--- config.mk ---
export PLATFORM = sky130hd
export DESIGN_NAME = fifo_4x_dual_chan_ctrl_flat
export DESIGN_NICKNAME = d
export VERILOG_FILES = /design/src/rtl/fifo_4x_dual_chan_ctrl_pkg.sv /design/src/rtl/fifo_4x_dual_chan_ctrl_if.sv /design/src/rtl/fifo_4x_dual_chan_ctrl_rr_arb2.sv /design/src/rtl/fifo_4x_dual_chan_ctrl.sv /design/src/flat_wrapper.sv
export SDC_FILE = /design/constraint.sdc
export NUM_CORES = 1
export LEC_CHECK = 0
export BUFFER_PORTS_ARGS = -buffer_cell sky130_fd_sc_hd__buf_2
export CELL_PAD_IN_SITES_DETAIL_PLACEMENT = 1
export CELL_PAD_IN_SITES_GLOBAL_PLACEMENT = 1
export CORE_ASPECT_RATIO = 1.5
export CORE_MARGIN = 1.5
export CORE_UTILIZATION = 43
export CTS_BUF_LIST = sky130_fd_sc_hd__clkbuf_4 sky130_fd_sc_hd__clkbuf_8
export CTS_CLUSTER_SIZE = 30
export DETAILED_ROUTE_END_ITERATION = 8
export GPL_ROUTABILITY_DRIVEN = 0
export GPL_TIMING_DRIVEN = 0
export PLACE_DENSITY = 0.89
export REMOVE_ABC_BUFFERS = 1
export SLEW_MARGIN = 10
export SYNTH_ARGS = -nofsm -noshare
export SYNTH_HDL_FRONTEND = slang
export SYNTH_HIERARCHICAL = 1
export SYNTH_SLANG_ARGS = --single-unit
--- constraint.sdc ---
create_clock -name CLK -period 3.9 [get_ports CLK]
set_clock_uncertainty 0.05 [all_clocks]
set_input_delay 0 -clock CLK [delete_from_list [all_inputs] [get_ports CLK]]
set_output_delay 0 -clock CLK [all_outputs]
set_load 0.05 [all_outputs]
--- src/rtl/fifo_4x_dual_chan_ctrl_pkg.sv ---
// Shared constants and per-channel state for the dual-channel FIFO macro controller.
package fifo_4x_ctrl_pkg;

  localparam int DW       = 9;
  localparam int AW       = 8;
  localparam int CH_DEPTH = 128;
  localparam int CNT_W    = 8;
  localparam int PTR_W    = $clog2(CH_DEPTH);

  typedef struct packed {
    logic [PTR_W-1:0] wptr;
    logic [PTR_W-1:0] rptr;
    logic [CNT_W-1:0] cnt;
  } chan_state_t;

endpackage

--- src/rtl/fifo_4x_dual_chan_ctrl_if.sv ---
// Client-side request/grant/status bundle between the APB request logic and the controller.
interface fifo_4x_dual_chan_ctrl_if
  import fifo_4x_ctrl_pkg::*;
#(
  parameter int DW = fifo_4x_ctrl_pkg::DW
);
  logic [1:0]    WREQ;
  logic [DW-1:0] WD0;
  logic [DW-1:0] WD1;
  logic [1:0]    WGNT;
  logic [1:0]    RREQ;
  logic [1:0]    RGNT;
  logic          RVALID;
  logic          RCH;
  logic [DW-1:0] RDATA;
  logic [1:0]    FLUSH;
  logic [1:0]    FULL;
  logic [1:0]    EMPTY;
  logic [1:0]    EQTH;
  logic [1:0]    GEQTH;

  modport master (
    output WREQ, WD0, WD1, RREQ, FLUSH,
    input  WGNT, RGNT, RVALID, RCH, RDATA, FULL, EMPTY, EQTH, GEQTH
  );

  modport slave (
    input  WREQ, WD0, WD1, RREQ, FLUSH,
    output WGNT, RGNT, RVALID, RCH, RDATA, FULL, EMPTY, EQTH, GEQTH
  );
endinterface

--- src/rtl/fifo_4x_dual_chan_ctrl_rr_arb2.sv ---
// Two-requester round-robin arbiter; combinational one-hot grant, pointer moves only on a grant.
module rr_arb2 (
  input  logic       clk,
  input  logic       rst,
  input  logic [1:0] req,
  input  logic       en,
  output logic [1:0] gnt
);
  // last = index of the most recent winner; reset to 1 so channel 0 wins the first tie
  logic last;

  always_comb begin
    gnt = 2'b00;
    if (en) begin
      case (req)
        2'b01:   gnt = 2'b01;
        2'b10:   gnt = 2'b10;
        2'b11:   gnt = last ? 2'b01 : 2'b10;
        default: gnt = 2'b00;
      endcase
    end
  end

  always_ff @(posedge clk) begin
    if (rst)       last <= 1'b1;
    else if (|gnt) last <= gnt[1];
  end
endmodule

--- src/rtl/fifo_4x_dual_chan_ctrl.sv ---
// Splits the 256-entry single-write/single-read FIFO macro into two 128-entry channels
// with round-robin access, per-channel pointers/counts and registered-count status flags.
module fifo_4x_dual_chan_ctrl
  import fifo_4x_ctrl_pkg::*;
#(
  parameter int         DW      = fifo_4x_ctrl_pkg::DW,
  parameter int         AW      = fifo_4x_ctrl_pkg::AW,
  parameter int         THRESH  = 64,
  parameter logic [2:0] DC_MODE = 3'b000
) (
  input  logic                    CLK,
  input  logic                    RST,
  fifo_4x_dual_chan_ctrl_if.slave bus,
  output logic [DW-1:0]           M_DIN,
  output logic [AW-1:0]           M_WADDR,
  output logic [AW-1:0]           M_RADDR,
  output logic                    M_WRB,
  output logic                    M_RDB,
  output logic [2:0]              M_DC,
  input  logic [DW-1:0]           M_DO1
);
  localparam logic [CNT_W-1:0] FULL_CNT = CNT_W'(CH_DEPTH);
  localparam logic [CNT_W-1:0] THR      = CNT_W'(THRESH);

  chan_state_t st [2];
  logic [1:0]  full, empty, w_elig, r_elig, wgnt, rgnt;
  logic        wch, rch_g, wr, rd;
  logic [2:1]  vld_pipe;
  logic [2:1]  ch_pipe;

  always_comb begin
    full      = '0;
    empty     = '0;
    bus.EQTH  = '0;
    bus.GEQTH = '0;
    for (int c = 0; c < 2; c++) begin
      full[c]      = (st[c].cnt == FULL_CNT);
      empty[c]     = (st[c].cnt == '0);
      bus.EQTH[c]  = (st[c].cnt == THR);
      bus.GEQTH[c] = (st[c].cnt >= THR);
    end
  end

  assign bus.FULL  = full;
  assign bus.EMPTY = empty;

  // A flushing channel must not be granted in the same cycle it is cleared
  assign w_elig = bus.WREQ & ~full  & ~bus.FLUSH;
  assign r_elig = bus.RREQ & ~empty & ~bus.FLUSH;

  rr_arb2 u_warb (.clk(CLK), .rst(RST), .req(w_elig), .en(!RST), .gnt(wgnt));
  rr_arb2 u_rarb (.clk(CLK), .rst(RST), .req(r_elig), .en(!RST), .gnt(rgnt));

  assign bus.WGNT = wgnt;
  assign bus.RGNT = rgnt;
  assign wch      = wgnt[1];
  assign rch_g    = rgnt[1];
  assign wr       = |wgnt;
  assign rd       = |rgnt;
  assign M_DC     = DC_MODE;

  always_ff @(posedge CLK) begin
    if (RST) begin
      for (int c = 0; c < 2; c++) st[c] <= '0;
    end else begin
      for (int c = 0; c < 2; c++) begin
        if (bus.FLUSH[c]) begin
          st[c] <= '0;
        end else begin
          if (wgnt[c]) st[c].wptr <= st[c].wptr + 1'b1;
          if (rgnt[c]) st[c].rptr <= st[c].rptr + 1'b1;
          case ({wgnt[c], rgnt[c]})
            2'b10:   st[c].cnt <= st[c].cnt + 1'b1;
            2'b01:   st[c].cnt <= st[c].cnt - 1'b1;
            default: ;
          endcase
        end
      end
    end
  end

  // Macro pin stage: address/data held from the last access, strobes pulse one cycle
  always_ff @(posedge CLK) begin
    if (RST) begin
      M_DIN   <= '0;
      M_WADDR <= '0;
      M_RADDR <= '0;
      M_WRB   <= 1'b1;
      M_RDB   <= 1'b1;
    end else begin
      M_WRB <= ~wr;
      M_RDB <= ~rd;
      if (wr) begin
        M_DIN   <= wch ? bus.WD1 : bus.WD0;
        M_WADDR <= {wch, st[wch].wptr};
      end
      if (rd) M_RADDR <= {rch_g, st[rch_g].rptr};
    end
  end

  // Read return: grant -> macro read cycle -> data captured, valid two cycles after grant
  always_ff @(posedge CLK) begin
    if (RST) begin
      vld_pipe  <= '0;
      ch_pipe   <= '0;
      bus.RDATA <= '0;
    end else begin
      vld_pipe <= {vld_pipe[1], rd};
      ch_pipe  <= {ch_pipe[1], rch_g};
      if (vld_pipe[1]) bus.RDATA <= M_DO1;
    end
  end

  assign bus.RVALID = vld_pipe[2];
  assign bus.RCH    = ch_pipe[2];
endmodule

--- src/flat_wrapper.sv ---
// flat-port wrapper written by rule: the top's interface ports become plain ports
module fifo_4x_dual_chan_ctrl_flat import fifo_4x_ctrl_pkg::*;
#(
  parameter int         DW      = fifo_4x_ctrl_pkg::DW,
  parameter int         AW      = fifo_4x_ctrl_pkg::AW,
  parameter int         THRESH  = 64,
  parameter logic [2:0] DC_MODE = 3'b000
)
  (CLK, RST, M_DIN, M_WADDR, M_RADDR, M_WRB, M_RDB, M_DC, M_DO1, bus_WREQ, bus_WD0, bus_WD1, bus_RREQ, bus_FLUSH, bus_WGNT, bus_RGNT, bus_RVALID, bus_RCH, bus_RDATA, bus_FULL, bus_EMPTY, bus_EQTH, bus_GEQTH);
  fifo_4x_dual_chan_ctrl_if #(.DW(DW)) bus_i ();
  input  logic CLK;
  input  logic RST;
  output logic [DW-1:0] M_DIN;
  output logic [AW-1:0] M_WADDR;
  output logic [AW-1:0] M_RADDR;
  output logic M_WRB;
  output logic M_RDB;
  output logic [2:0] M_DC;
  input  logic [DW-1:0] M_DO1;
  input wire logic [$bits(bus_i.WREQ)-1:0] bus_WREQ;
  input wire logic [$bits(bus_i.WD0)-1:0] bus_WD0;
  input wire logic [$bits(bus_i.WD1)-1:0] bus_WD1;
  input wire logic [$bits(bus_i.RREQ)-1:0] bus_RREQ;
  input wire logic [$bits(bus_i.FLUSH)-1:0] bus_FLUSH;
  output wire logic [$bits(bus_i.WGNT)-1:0] bus_WGNT;
  output wire logic [$bits(bus_i.RGNT)-1:0] bus_RGNT;
  output wire logic [$bits(bus_i.RVALID)-1:0] bus_RVALID;
  output wire logic [$bits(bus_i.RCH)-1:0] bus_RCH;
  output wire logic [$bits(bus_i.RDATA)-1:0] bus_RDATA;
  output wire logic [$bits(bus_i.FULL)-1:0] bus_FULL;
  output wire logic [$bits(bus_i.EMPTY)-1:0] bus_EMPTY;
  output wire logic [$bits(bus_i.EQTH)-1:0] bus_EQTH;
  output wire logic [$bits(bus_i.GEQTH)-1:0] bus_GEQTH;
  assign bus_i.WREQ = bus_WREQ;
  assign bus_i.WD0 = bus_WD0;
  assign bus_i.WD1 = bus_WD1;
  assign bus_i.RREQ = bus_RREQ;
  assign bus_i.FLUSH = bus_FLUSH;
  assign bus_WGNT = bus_i.WGNT;
  assign bus_RGNT = bus_i.RGNT;
  assign bus_RVALID = bus_i.RVALID;
  assign bus_RCH = bus_i.RCH;
  assign bus_RDATA = bus_i.RDATA;
  assign bus_FULL = bus_i.FULL;
  assign bus_EMPTY = bus_i.EMPTY;
  assign bus_EQTH = bus_i.EQTH;
  assign bus_GEQTH = bus_i.GEQTH;
  fifo_4x_dual_chan_ctrl #(.DW(DW), .AW(AW), .THRESH(THRESH), .DC_MODE(DC_MODE)) u_core (.CLK(CLK), .RST(RST), .bus(bus_i), .M_DIN(M_DIN), .M_WADDR(M_WADDR), .M_RADDR(M_RADDR), .M_WRB(M_WRB), .M_RDB(M_RDB), .M_DC(M_DC), .M_DO1(M_DO1));
endmodule
# Yosys cells after proc, flatten, opt, wreduce, memory -nomap -nowiden

Memory sizes are Yosys's and may differ from the RTL's. A register that Yosys moved wholly into a read port is not among the register bits.
Cells that the tools add are included.

Flip-flop bits (word level): 42
RAM bits: 44
Memories: 1

Memory list:

| memory    | depth | bits a word | read ports | clocked after memory_dff | write ports | line                         | RTL |
|---|---|---|---|---|---|---|---|
| u_core.st | 2     | 22          | 4          | 2                        | 2           | fifo_4x_dual_chan_ctrl.sv:25 | `chan_state_t st [2];` |

Add/sub/neg operators: 8
Magnitude comparators: 2
Equality and inequality tests: 14
Multiplexer cells: 57
Bitwise logic cells: 19
Reduce and logical (&&, ||, !) cells: 4

Operator list:

| kind                | number |
|---|---|
| $mux 22             | 2 |
| $mux 1              | 40 |
| $mux 8              | 4 |
| $add 7x1->7 const B | 4 |
| $mux 7              | 4 |
| $add 8x1->8 const B | 2 |
| $eq 8x7->1 const B  | 2 |
| $eq 8x8->1 const B  | 2 |
| $ge 8x7->1 const B  | 2 |
| $logic_not 8->1     | 2 |
| $sub 8x1->8 const B | 2 |
| $eq 2x2->1 const B  | 6 |
| $pmux 2 s3          | 2 |
| $or 1x1->1          | 10 |
| $mux 9              | 1 |
| $and 2x2->2         | 4 |
| $eq 2x1->1 const B  | 4 |
| $mux 2              | 4 |
| $not 2->2           | 3 |
| $reduce_or 2->1     | 2 |
| $not 1->1           | 2 |

# Longest topological paths before layout

Gate-level depths: netlist (run 1).
An unclocked memory read counts as a cell.

Depth in word-level cells: 15
Mapped depth: 14
Depth with buffers taken out: 14

# Cells and area by module

The synthesis (run 1) kept the hierarchy.

Modules (own cells, without submodules):

| module                 | instances | cells each | area each (um2) |
|---|---|---|---|
| fifo_4x_dual_chan_ctrl | 1         | 424        | 4201.5 |
| rr_arb2                | 2         | 8          | 58.8 |

# Worst setup path before layout (run 1)

Ideal clock, no wire load.

Path kind: flip-flop to flip-flop
Start point: mem u_core/st[0][7] (netlist bit)
End point: mem u_core/st[1][7] (netlist bit) (data pin)
Library setup time: 0.262 ns
Data arrival time: 4.874 ns
Data required time: 3.588 ns
Slack: -1.286 ns
Cell stages (with the launch flop): 13
Clock period less this slack: 5.186 ns
Cell sequence: edfxtp_1 -> or2_2 -> nor2_1 -> nor3b_1 -> a21oi_1 -> nand2_1 -> nor2_1 -> ha_1 -> a211oi_2 -> o21ai_1 -> a31oi_1 -> xnor2_1 -> mux2_1

RTL lines:

| item        | line |
|---|---|
| from (decl) | fifo_4x_dual_chan_ctrl.sv:25 |

==> results of run 1 <==
## report_power, final
group,internal (uW),switching (uW)
registers,1010,59.6
clock network,364,329
logic,134,245
total,1500,633
## sequential cells by signal (all words and copies together), names as in the netlist
signal / count
u_core/M_WRB: 1
u_core/st: 44
u_core/ch_pipe: 2
u_core/M_RADDR: 8
u_core/M_DIN: 9
u_core/bus.RDATA: 9
u_core/u_warb/last: 1
u_core/M_WADDR: 8
u_core/u_rarb/last: 1
u_core/M_RDB: 1
u_core/vld_pipe: 2
## metal layers
| layer | vias up | GRT usage | routed length (um) |
|---|---|---|---|
| met3 | 19 | 0.0400 | 270 |
| met1 | 1779 | 0.242 | 4400 |
| li1 | 1757 | - | - |
| met4 | 0 | 0.0858 | 293 |
| met5 | - | 0 | 0 |
| met2 | 61 | 0.424 | 6370 |
## Yosys cell counts, types with 3 or more instances
cell type  number
nor2_1        106
edfxtp_1       44
dfxtp_1        42
a21oi_1        38
mux2i_1        32
nand2_1        20
xnor2_1        16
nand3_1        15
ha_1           13
xor2_1         12
and3_1         11
inv_1           8
nor3b_1         8
buf_2           7
clkbuf_1        6
a211oi_1        4
a221oi_1        4
nor3_1          4
o21ai_0         4
o21ai_1         4
buf_1           3
buf_4           3
nor2b_1         3
## cell type report
cell class | count | area, um2
clock buffer | 9 | 124
tap | 115 | 144
timing repair buffer | 119 | 792
fill | 1104 | 4300
multi-input combinational | 327 | 2100
sequential | 86 | 2160
inverter | 8 | 30.0
clock inverter | 7 | 95.1
## worst max-delay path by stage
| stage | end | startpoint | slack (ns) |
|---|---|---|---|
| after floorplan | u_core/st[1][7] | u_core/st[0][0] | -2.81 |
| after global placement | u_core/st[1][7] | u_core/st[0][0] | -1.96 |
| after detailed placement | u_core/st[1][7] | u_core/st[1][0] | -0.42 |
| after CTS | u_core/st[1][7] | u_core/st[0][0] | 0.02 |
| after global routing | u_core/st[1][7] | u_core/st[0][0] | 0.01 |
| final | u_core/st[1][7] | u_core/st[0][2] | 0.25 |
## cells by family after synthesis
| family | count (synthesis) | share of synthesized area |
|---|---|---|
| simple gates | 180 | 0.192 |
| flops | 86 | 0.501 |
| compound gates | 69 | 0.0970 |
| mux | 33 | 0.0768 |
| buf+inv | 29 | 0.0333 |
| xor+xnor | 28 | 0.0568 |
| fa+ha+maj | 14 | 0.0423 |
| other cells | 1 | 0.000868 |
## through the flow
stage | cells | util | TNS [ns]
after floorplan | 421 | - | -129.06
after global placement | 620 | 0.490 | -40.95
after detailed placement | 624 | 0.501 | -0.796
after CTS | 666 | 0.552 | 0
after global routing | 671 | 0.559 | 0
final | 671 | 0.559 | 0
## repair_timing
item                       CTS  global route
pin swaps                    1             3
hold buffers                26             0
buffers inserted             0             5
gates resized for setup      5             5
hold endpoints to repair    18             0
setup endpoints to repair    3             2
## worst max-delay path, stage by stage (launching register included)
cell and delay (ns):
edfxtp_1 0.51, nor2_2 0.25, nand3_1 0.17, nor2_1 0.19
nor3b_2 0.10, a21oi_4 0.25, nand2_2 0.17, nor2_4 0.24
ha_1 0.29, a211oi_2 0.29, o21ai_1 0.11, a31oi_1 0.24
xnor2_1 0.18, mux2_1 0.35
==> metrics.csv, run 1 <==
stage,metric,value,unit
floorplan,die area,10700,um2
layout,"commonest non-fill, non-tap cell in the layout",nor2_1,
cts,"CTS clk-pin slew, worst paths",0.09,ns
route,DRT Wirelength,11300,um
route,1st-pass router iterations,6,
timing,Setup-failing EPs final,0,
min_path,Min-Delay Endpoint,u_core/M_DIN[2],
worst_setup_path,critical path startpoint category,flip-flop,
placement,setup slack at placement,-0.423,ns
cts,# H-tree levels,3,
floorplan,die span in y,126,um
floorplan,Core ar.,9740,um2
layout,most frequent cells in the layout,"nor2_1, buf_2, edfxtp_1",
grt,vias in the first global route,3889,
logic_synthesis,Synth area leaders,"edfxtp_1, dfxtp_1, nor2_1",
status,status,"complete, but fails checks",
floorplan,IO Pins,88,
floorplan,row count,44,
worst_setup_path,R2R Path End,u_core/st[1][7],
grt,antenna violations before repair,0,
worst_setup_path,WP data required,3.96,ns
grt,grt total ovfl,0,
timing,Relative slew margins,0.366,
route,Final ANT Viol Nets,0,
logic_synthesis,Syn. warnings,20,
logic_synthesis,Post-synth ARST share,0,
floorplan,Initial Util,0.443,
worst_setup_path,crit path kind,flip-flop to flip-flop,
timing,Slew @ Worst Pin,0.951,ns
placement,Placement Cell Area,4880,um2
worst_setup_path,Critical Path AT,3.71,ns
cts,Max clock buf depth,2,
timing,setup slack after layout,0.252,ns
route,DRC violations left,6,
worst_setup_path,crit path max fanout,7,
min_path,Hold WC Path Type,primary input to flip-flop,
timing,Final Cycle Share,0.936,
logic_synthesis,sequential share of the synthesized area,0.501,
floorplan,die width,84.8,um
logic_synthesis,synthesized cell area,4320,um2
route,vias per cell,5.39,
cts,clock tree root driver cell,clkbuf_8,
logic_synthesis,"Avg Cell Area, Syn",9.82,um2
layout,ant diodes,0,
placement,post-detail-place hpwl,7870,um
worst_setup_path,RR Startpoint,u_core/st[0][2],
cts,number of buffers created by CTS,9,
placement,PortBufs,84,
timing,RSZ-0062 raised after global routing,false,
timing,Final min period,3.65,ns
cts,Worst-Skew Late Latency,0.36,ns
layout,nets,600,
min_path,Hold Crit Depth,5,
cts,CTS tree,done,
layout,Final Instance Area,5450,um2
timing,Hold Slack,0.0784,ns
logic_synthesis,register bit total from synthesis,86,
route,DR iter-0 viols,120,
route,Wirelength per Cell,16.9,um
logic_synthesis,leading area contributor after synthesis,edfxtp_1,
logic_synthesis,"EDFF count, synth",44,
logic_synthesis,top cell type's share of synthesized area,0.306,
power,pwr/cell area,392,nW/um2
grt,first-pass GRT wire length,19000,um
grt,GRT Total Usage,0.224,
route,via count,3616,
min_path,HP Start,bus_WD0[2],
worst_setup_path,Reg2Reg Setup Slack,0.25,ns
timing,Final Hold Fails,0,
logic_synthesis,ys flop type,edfxtp_1,
logic_synthesis,Cell variety after synth,46,
grt,pin count of the biggest net entering global routing,50,
power,Max VDD drop,0.265,mV
worst_setup_path,Critical Path Sink Type,flip-flop,
worst_setup_path,FF-to-FF path depth,13,
timing,fmax,0.274,GHz
status,failing checks,design-rule violations,
layout,layout cells sized above 1,0.230,
cts,clock sinks,86,
power,Pleak,0.00229,uW
layout,synth-to-layout area growth,26.1,%
logic_synthesis,Mapped Cells,440,
power,Final Total Pwr,2140,uW
job,Max Cap Viol,0,
timing,Slew Limit Fails,0,
Note: power is estimated with default switching activity, not from simulation.
==> run 2, diff against run 1 <==
--- a/config.mk
+++ b/config.mk
@@ -10,16 +10,15 @@
 export CELL_PAD_IN_SITES_GLOBAL_PLACEMENT = 1
 export CORE_ASPECT_RATIO = 1.5
 export CORE_MARGIN = 1.5
-export CORE_UTILIZATION = 43
+export CORE_UTILIZATION = 44
 export CTS_BUF_LIST = sky130_fd_sc_hd__clkbuf_4 sky130_fd_sc_hd__clkbuf_8
 export CTS_CLUSTER_SIZE = 30
 export DETAILED_ROUTE_END_ITERATION = 8
 export GPL_ROUTABILITY_DRIVEN = 0
 export GPL_TIMING_DRIVEN = 0
-export PLACE_DENSITY = 0.89
+export PLACE_DENSITY = 0.91
 export REMOVE_ABC_BUFFERS = 1
 export SLEW_MARGIN = 10
 export SYNTH_ARGS = -nofsm -noshare
 export SYNTH_HDL_FRONTEND = slang
-export SYNTH_HIERARCHICAL = 1
 export SYNTH_SLANG_ARGS = --single-unit
==> run 2 against run 1 <==
The run now ends clean. Core utilization rose by 1.4 points. Clock power shrank 5.1%. Non-clock buffer count up 5. Clock-buffer cell count grew 2. Flip-flop and latch count unchanged. Sequential power rose by 7%. Critical path type unchanged.
==> metrics.csv, run 2 <==
stage,metric,value,unit
status,status,finished clean,
logic_synthesis,"Avg Cell Area, Syn",10.1,um2
cts,clock sinks,86,
route,vias per cell,5.88,
route,Final ANT Viol Nets,0,
floorplan,Initial Util,0.453,
floorplan,IO Pins,88,
logic_synthesis,Post-Synth Simple-Gate Area,0.179,
worst_setup_path,CP dominant cell by count,o21a_1,
grt,vias in the first global route,4165,
job,Max Cap Viol,0,
logic_synthesis,main combinational cell family by area after synthesis,simple AND/OR/NAND/NOR gates,
min_path,Hold WC Path Type,primary input to flip-flop,
timing,Final Hold Fails,0,
grt,grt met2 use,0.557,
grt,grt peak-use layer,met2,
logic_synthesis,register bit total from synthesis,86,
grt,pin count of the biggest net entering global routing,24,
logic_synthesis,ys flop type,edfxtp_1,
grt,GRT Total Usage,0.293,
floorplan,die span in y,123,um
logic_synthesis,most frequent cell after synthesis,nor2_1,
route,DR iter-0 viols,235,
cts,"CTS clk-pin slew, worst paths",0.09,ns
layout,synth-to-layout area growth,26.4,%
power,Max VDD drop,0.247,mV
layout,nets,584,
timing,Hold Slack,0.143,ns
logic_synthesis,Compound-Gate Fraction of Synth Area,0.109,
layout,Regs by FF count,"u_core.st (44), u_core.M_DIN (9), u_core.bus.RDATA (9)",
logic_synthesis,leading area contributor after synthesis,edfxtp_1,
floorplan,row count,43,
power,Pleak,0.00231,uW
cts,clock tree root driver cell,clkbuf_8,
logic_synthesis,post-synthesis xor/xnor area fraction,0.0477,
layout,Final Util,0.573,
timing,Slew @ Worst Pin,0.788,ns
cts,number of buffers created by CTS,9,
logic_synthesis,Adder-Cell Fraction of Synth Area,0.0403,
cts,Max clock buf depth,2,
logic_synthesis,Mapped Cells,417,
grt,met1 Track Usage GR,0.303,
route,1st-pass router iterations,5,
cts,Worst-Skew Late Latency,0.37,ns
grt,first-pass GRT wire length,22800,um
logic_synthesis,"top cells by count, synth","nor2_1, edfxtp_1, dfxtp_1",
worst_setup_path,critical path's largest stage delay,0.56,ns
logic_synthesis,top cell type's share of synthesized area,0.313,
grt,grt total ovfl,0,
grt,M3 GR Usage,0.0434,
timing,Final Cycle Share,0.972,
route,via count,3838,
logic_synthesis,mux contribution to synthesized area,0.0667,
layout,most frequent cells in the layout,"buf_2, nor2_1, edfxtp_1",
layout,ant diodes,0,
cts,CTS tree,done,
floorplan,die width,83.0,um
worst_setup_path,crit path kind,flip-flop to flip-flop,
cts,# H-tree levels,3,
logic_synthesis,sequential share of the synthesized area,0.512,
timing,fmax,0.264,GHz
layout,largest reg by FF count,u_core.st,
logic_synthesis,Post-synth ARST share,0,
placement,post-detail-place hpwl,7900,um
worst_setup_path,Critical Path AT,3.97,ns
grt,antenna violations before repair,0,
floorplan,Core ar.,9310,um2
worst_setup_path,critical path startpoint category,flip-flop,
route,DRT Wirelength,14700,um
logic_synthesis,"EDFF count, synth",44,
timing,Final min period,3.79,ns
power,pwr/cell area,442,nW/um2
route,DRC violations left,0,
logic_synthesis,Syn. warnings,0,
layout,"commonest non-fill, non-tap cell in the layout",buf_2,
worst_setup_path,Critical Path Sink Type,flip-flop,
worst_setup_path,crit path cell chain,"inv_1, ha_2, or3b_4, or4_4, a41oi_4, nand2b_4, inv_2, ha_1, nor2b_2, o21ai_1, a21oi_2, o21a_1, o21a_1, nor3_2",
floorplan,die area,10200,um2
timing,Setup-failing EPs final,0,
logic_synthesis,Cell variety after synth,55,
logic_synthesis,Synth area leaders,"edfxtp_1, dfxtp_1, mux2i_1",
worst_setup_path,Slowest cell on crit path,or4_4,
worst_setup_path,WP data required,4.08,ns
layout,max FFs per register,44,
worst_setup_path,crit path max fanout,7,
placement,PortBufs,84,
timing,Slew Limit Fails,0,
timing,Relative slew margins,0.475,
logic_synthesis,synthesized cell area,4220,um2
route,Wirelength per Cell,22.6,um
layout,layout cells sized above 1,0.244,
[run 2: changes by cell type after synthesis, moves of 4 or more]
cell	change
o21ai_1	-4
and2_1	+4
nand2_1	+19
o21ai_0	+20
a21oi_1	-25
mux2i_1	-5
nor2_1	-54
nor3b_1	-7
nand3_1	+5
inv_1	+12
[run 2: stage by stage]
step	cell area [um2]	setup slack, ns	power [uW]	TNS (ns)	instances
floorplan	4130	0.0636	1470	0	401
global placement	4690	-0.197	1590	-0.377	597
detailed placement	4690	-0.355	1620	-0.717	597
CTS	5270	0.000699	2300	0	650
global route	5330	-0.0635	2430	-0.136	653
finish	5330	0.109	2360	0	653
[run 2: area by class of cell]
| class | count | area [um2] |
|---|---|---|
| flip-flops and latches | 86 | 2160 |
| well taps | 112 | 140 |
| fillers | 1040 | 3980 |
| clock inverters | 5 | 50.0 |
| inverters | 22 | 87.6 |
| multi-input cells | 293 | 1940 |
| repair buffers | 124 | 808 |
| clock buffers | 11 | 145 |
[run 2: cells by family (layout without fill, tap and decap cells)]
family	Yosys count	after routing
multiplexers	28	28
other	1	3
XOR/XNOR	23	23
adder cells (fa/ha/maj)	13	13
buffers and inverters	40	162
AO/OA/AOI/OAI	68	68
flip-flops	86	86
AND/OR/NAND/NOR	158	158
[run 2: layer usage]
layer  wire length, um  vias up
li1                  -     1694
met3               645       74
met4               972        0
met5                 0        -
met2              8030      177
met1              5100     1893
[run 2: worst paths after layout]
kind / startpoint / to / slack [ns] / cells past startpoint
worst max-delay path: u_core.st[0][0] / u_core.st[1][6] / 0.11 / 14
worst min-delay path: bus_RREQ[1] / u_core.M_RADDR[7] / 0.14 / 5
worst max register to register: u_core.st[0][0] / u_core.st[1][6] / 0.11 / 14
worst min register to register: u_core.M_RADDR[7] / u_core.M_RADDR[7] / 0.41 / 2
[run 2: repair_timing]
action / 4_1_cts / 5_1_grt
setup endpoints to repair: 5 / 25
hold endpoints to repair: 20 / 0
setup buffers: 2 / 3
gates cloned: 0 / 0
hold buffers: 35 / 0
pin swaps: 2 / 2
gates resized for setup: 6 / 13
[run 2: worst max-delay path, delay by kind of cell, from the launching register on]
kind	cells	cell delay, ns
buffers and inverters	2	0.19
adders and majority gates	2	0.54
AOI/OAI and AO/OA	5	0.92
DFF	1	0.44
and+or+nand+nor	5	1.50
[run 2: report_power, final]
part	leakage (uW)	total, uW	internal, uW	switching, uW
registers	0.000836	1150	1040	104
clock network	0.0000978	657	316	341
logic	0.00138	556	188	368
total	0.00231	2360	1550	813
==> run 3, diff against run 2 <==
--- a/config.mk
+++ b/config.mk
@@ -17,6 +17,7 @@
 export GPL_ROUTABILITY_DRIVEN = 0
 export GPL_TIMING_DRIVEN = 0
 export PLACE_DENSITY = 0.91
+export RECOVER_POWER = 50
 export REMOVE_ABC_BUFFERS = 1
 export SLEW_MARGIN = 10
 export SYNTH_ARGS = -nofsm -noshare
==> run 3 against run 2 <==
Cell area down 1.0%. Via count decreased by 0.44%. Flip-flop and latch count did not move. Clock power hardly changed. Clock-buffer cell count unchanged. Final cell count unchanged. First-iteration DRC count up 8.5%. Hold slack better by 0.0012 ns. Die area unchanged. Maximum frequency shrank 0.58%.
==> metrics.csv, run 3 (synthesized netlist as in run 2, its figures left out) <==
stage,metric,value,unit
cts,# H-tree levels,3,
cts,number of buffers created by CTS,9,
route,1st-pass router iterations,5,
worst_setup_path,RR Startpoint,u_core.st[0][0],
timing,Setup TNS,0,ns
min_path,Hold Crit Depth,5,
grt,vias in the first global route,4165,
worst_setup_path,crit path max fanout,7,
layout,layout cells sized above 1,0.163,
layout,Final Util,0.567,
route,Final ANT Viol Nets,0,
worst_setup_path,critical path startpoint category,flip-flop,
worst_setup_path,Critical Path Sink Type,flip-flop,
placement,setup slack at placement,-0.355,ns
worst_setup_path,Reg2Reg Setup Slack,0.09,ns
min_path,HP Start,bus_RREQ[1],
layout,largest reg by FF count,u_core.st,
cts,Max clock buf depth,2,
placement,PortBufs,84,
floorplan,Initial Util,0.453,
worst_setup_path,FF-to-FF path depth,14,
status,status,finished clean,
floorplan,die span in y,123,um
route,DR iter-0 viols,255,
worst_setup_path,Critical Path AT,3.99,ns
layout,most frequent cells in the layout,"nor2_1, clkbuf_1, edfxtp_1",
cts,clock tree root driver cell,clkbuf_8,
layout,synth-to-layout area growth,25.1,%
grt,GRT Total Usage,0.293,
timing,Relative slew margins,0.304,
worst_setup_path,Slowest cell on crit path,or4_4,
job,Max Cap Viol,0,
layout,fillers,1069,
timing,Slew Limit Fails,0,
grt,first-pass GRT wire length,22800,um
worst_setup_path,crit path cell chain,"inv_1, ha_2, or3b_4, or4_4, a41oi_4, nand2b_4, inv_2, ha_1, nor2b_2, o21ai_1, a21oi_2, o21a_1, o21a_1, nor3_2",
worst_setup_path,CP dominant cell by count,o21a_1,
power,Max VDD drop,0.244,mV
cts,clock sinks,86,
floorplan,Core ar.,9310,um2
floorplan,die width,83.0,um
timing,Final Hold Fails,0,
timing,fmax,0.262,GHz
layout,nets,584,
worst_setup_path,WP data required,4.08,ns
route,vias per cell,5.85,
min_path,Min-Delay Endpoint,u_core.M_RADDR[7],
min_path,Hold WC Path Type,primary input to flip-flop,
timing,Final Cycle Share,0.978,
cts,CTS tree,done,
placement,post-detail-place hpwl,7900,um
layout,Regs by FF count,"u_core.st (44), u_core.M_DIN (9), u_core.bus.RDATA (9)",
timing,Hold Slack,0.144,ns
floorplan,row count,43,
timing,setup slack after layout,0.0866,ns
route,via count,3821,
grt,grt total ovfl,0,
timing,Slew @ Worst Pin,1.04,ns
placement,placed cell count,597,
layout,"commonest non-fill, non-tap cell in the layout",nor2_1,
floorplan,IO Pins,88,
worst_setup_path,crit path kind,flip-flop to flip-flop,
worst_setup_path,crit path buf inv count,2,
layout,ant diodes,0,
power,pwr/cell area,445,nW/um2
timing,Setup-failing EPs final,0,
grt,antenna violations before repair,0,
cts,"CTS clk-pin slew, worst paths",0.10,ns
worst_setup_path,critical path's largest stage delay,0.56,ns
worst_setup_path,"CP delay by family, top",simple AND/OR/NAND/NOR gates,
route,DRC violations left,0,
layout,Post-Layout Cell Count,653,
route,DRT Wirelength,14800,um
floorplan,die area,10200,um2
timing,Final min period,3.81,ns
power,Pleak,0.00214,uW
route,Wirelength per Cell,22.7,um
grt,pin count of the biggest net entering global routing,24,
cts,Worst-Skew Late Latency,0.37,ns
worst_setup_path,R2R Path End,u_core.st[1][6],
layout,max FFs per register,44,
==> run 3: cell count changes in the layout (fill, tap and decap cells not counted) <==
cell / before / now
buf_2: 84 / 40
and2_1: 4 / 3
clkbuf_1: 0 / 44
and2_0: 0 / 1
==> run 3: worst reg2reg max path, stage by stage, from the launching register on <==
cell	delay, ns
edfxtp_1	0.44
inv_1	0.12
ha_2	0.21
or3b_4	0.44
or4_4	0.56
a41oi_4	0.22
nand2b_4	0.19
inv_2	0.08
ha_1	0.35
nor2b_2	0.19
o21ai_1	0.21
a21oi_2	0.10
o21a_1	0.21
o21a_1	0.18
nor3_2	0.13
==> run 3: per-layer routing <==
layer / vias up / part of all wire / GRT usage / wire [um]
met2: 194 / 0.54 / 0.557 / 8020
met1: 1851 / 0.34 / 0.303 / 5090
met3: 79 / 0.050 / 0.0434 / 742
met5: - / 0 / 0 / 0
li1: 1697 / - / - / -
met4: 0 / 0.066 / 0.177 / 977
==> run 3: cell type report <==
cell class,instances,area [um2],area share
sequential,86,2160,0.410
multi-input combinational,293,1940,0.367
inverter,22,87.6,0.0166
clock buffer,11,145,0.0275
clock inverter,5,50.0,0.00948
tap,112,140,0.0266
timing repair buffer,124,753,0.143
==> run 3: through the flow <==
stage | cell area (um2) | total power [uW]
after global placement | 4690 | 1590
after detailed placement | 4690 | 1620
final | 5280 | 2350
after CTS | 5270 | 2300
after floorplan | 4130 | 1470
after global routing | 5280 | 2420
==> run 3: worst max-delay path by stage <==
stage	from	endpoint	slack, ns	depth (start not counted)
finish	u_core.st[0][0]	u_core.st[1][6]	0.09	14
global route	u_core.st[0][0]	u_core.M_DIN[6]	-0.06	11
CTS	u_core.st[0][0]	u_core.st[1][6]	0.0007	14
detailed placement	u_core.st[0][0]	u_core.st[1][6]	-0.35	15
global placement	u_core.st[0][0]	u_core.st[1][7]	-0.20	15
floorplan	u_core.st[0][0]	u_core.st[1][7]	0.06	15
==> run 3: timing repair <==
action | 4_1_cts | 5_1_grt
hold buffers | 35 | 0
hold endpoints to repair | 20 | 0
pin swaps | 2 | 2
buffers inserted | 2 | 3
gates resized for setup | 6 | 13
endpoints found under the setup margin | 5 | 25
==> run 3: where the power goes <==
part	internal (uW)	switching, uW	total (uW)
combinational	179	368	547
clock	316	341	657
sequential	1040	105	1150
total	1540	814	2350
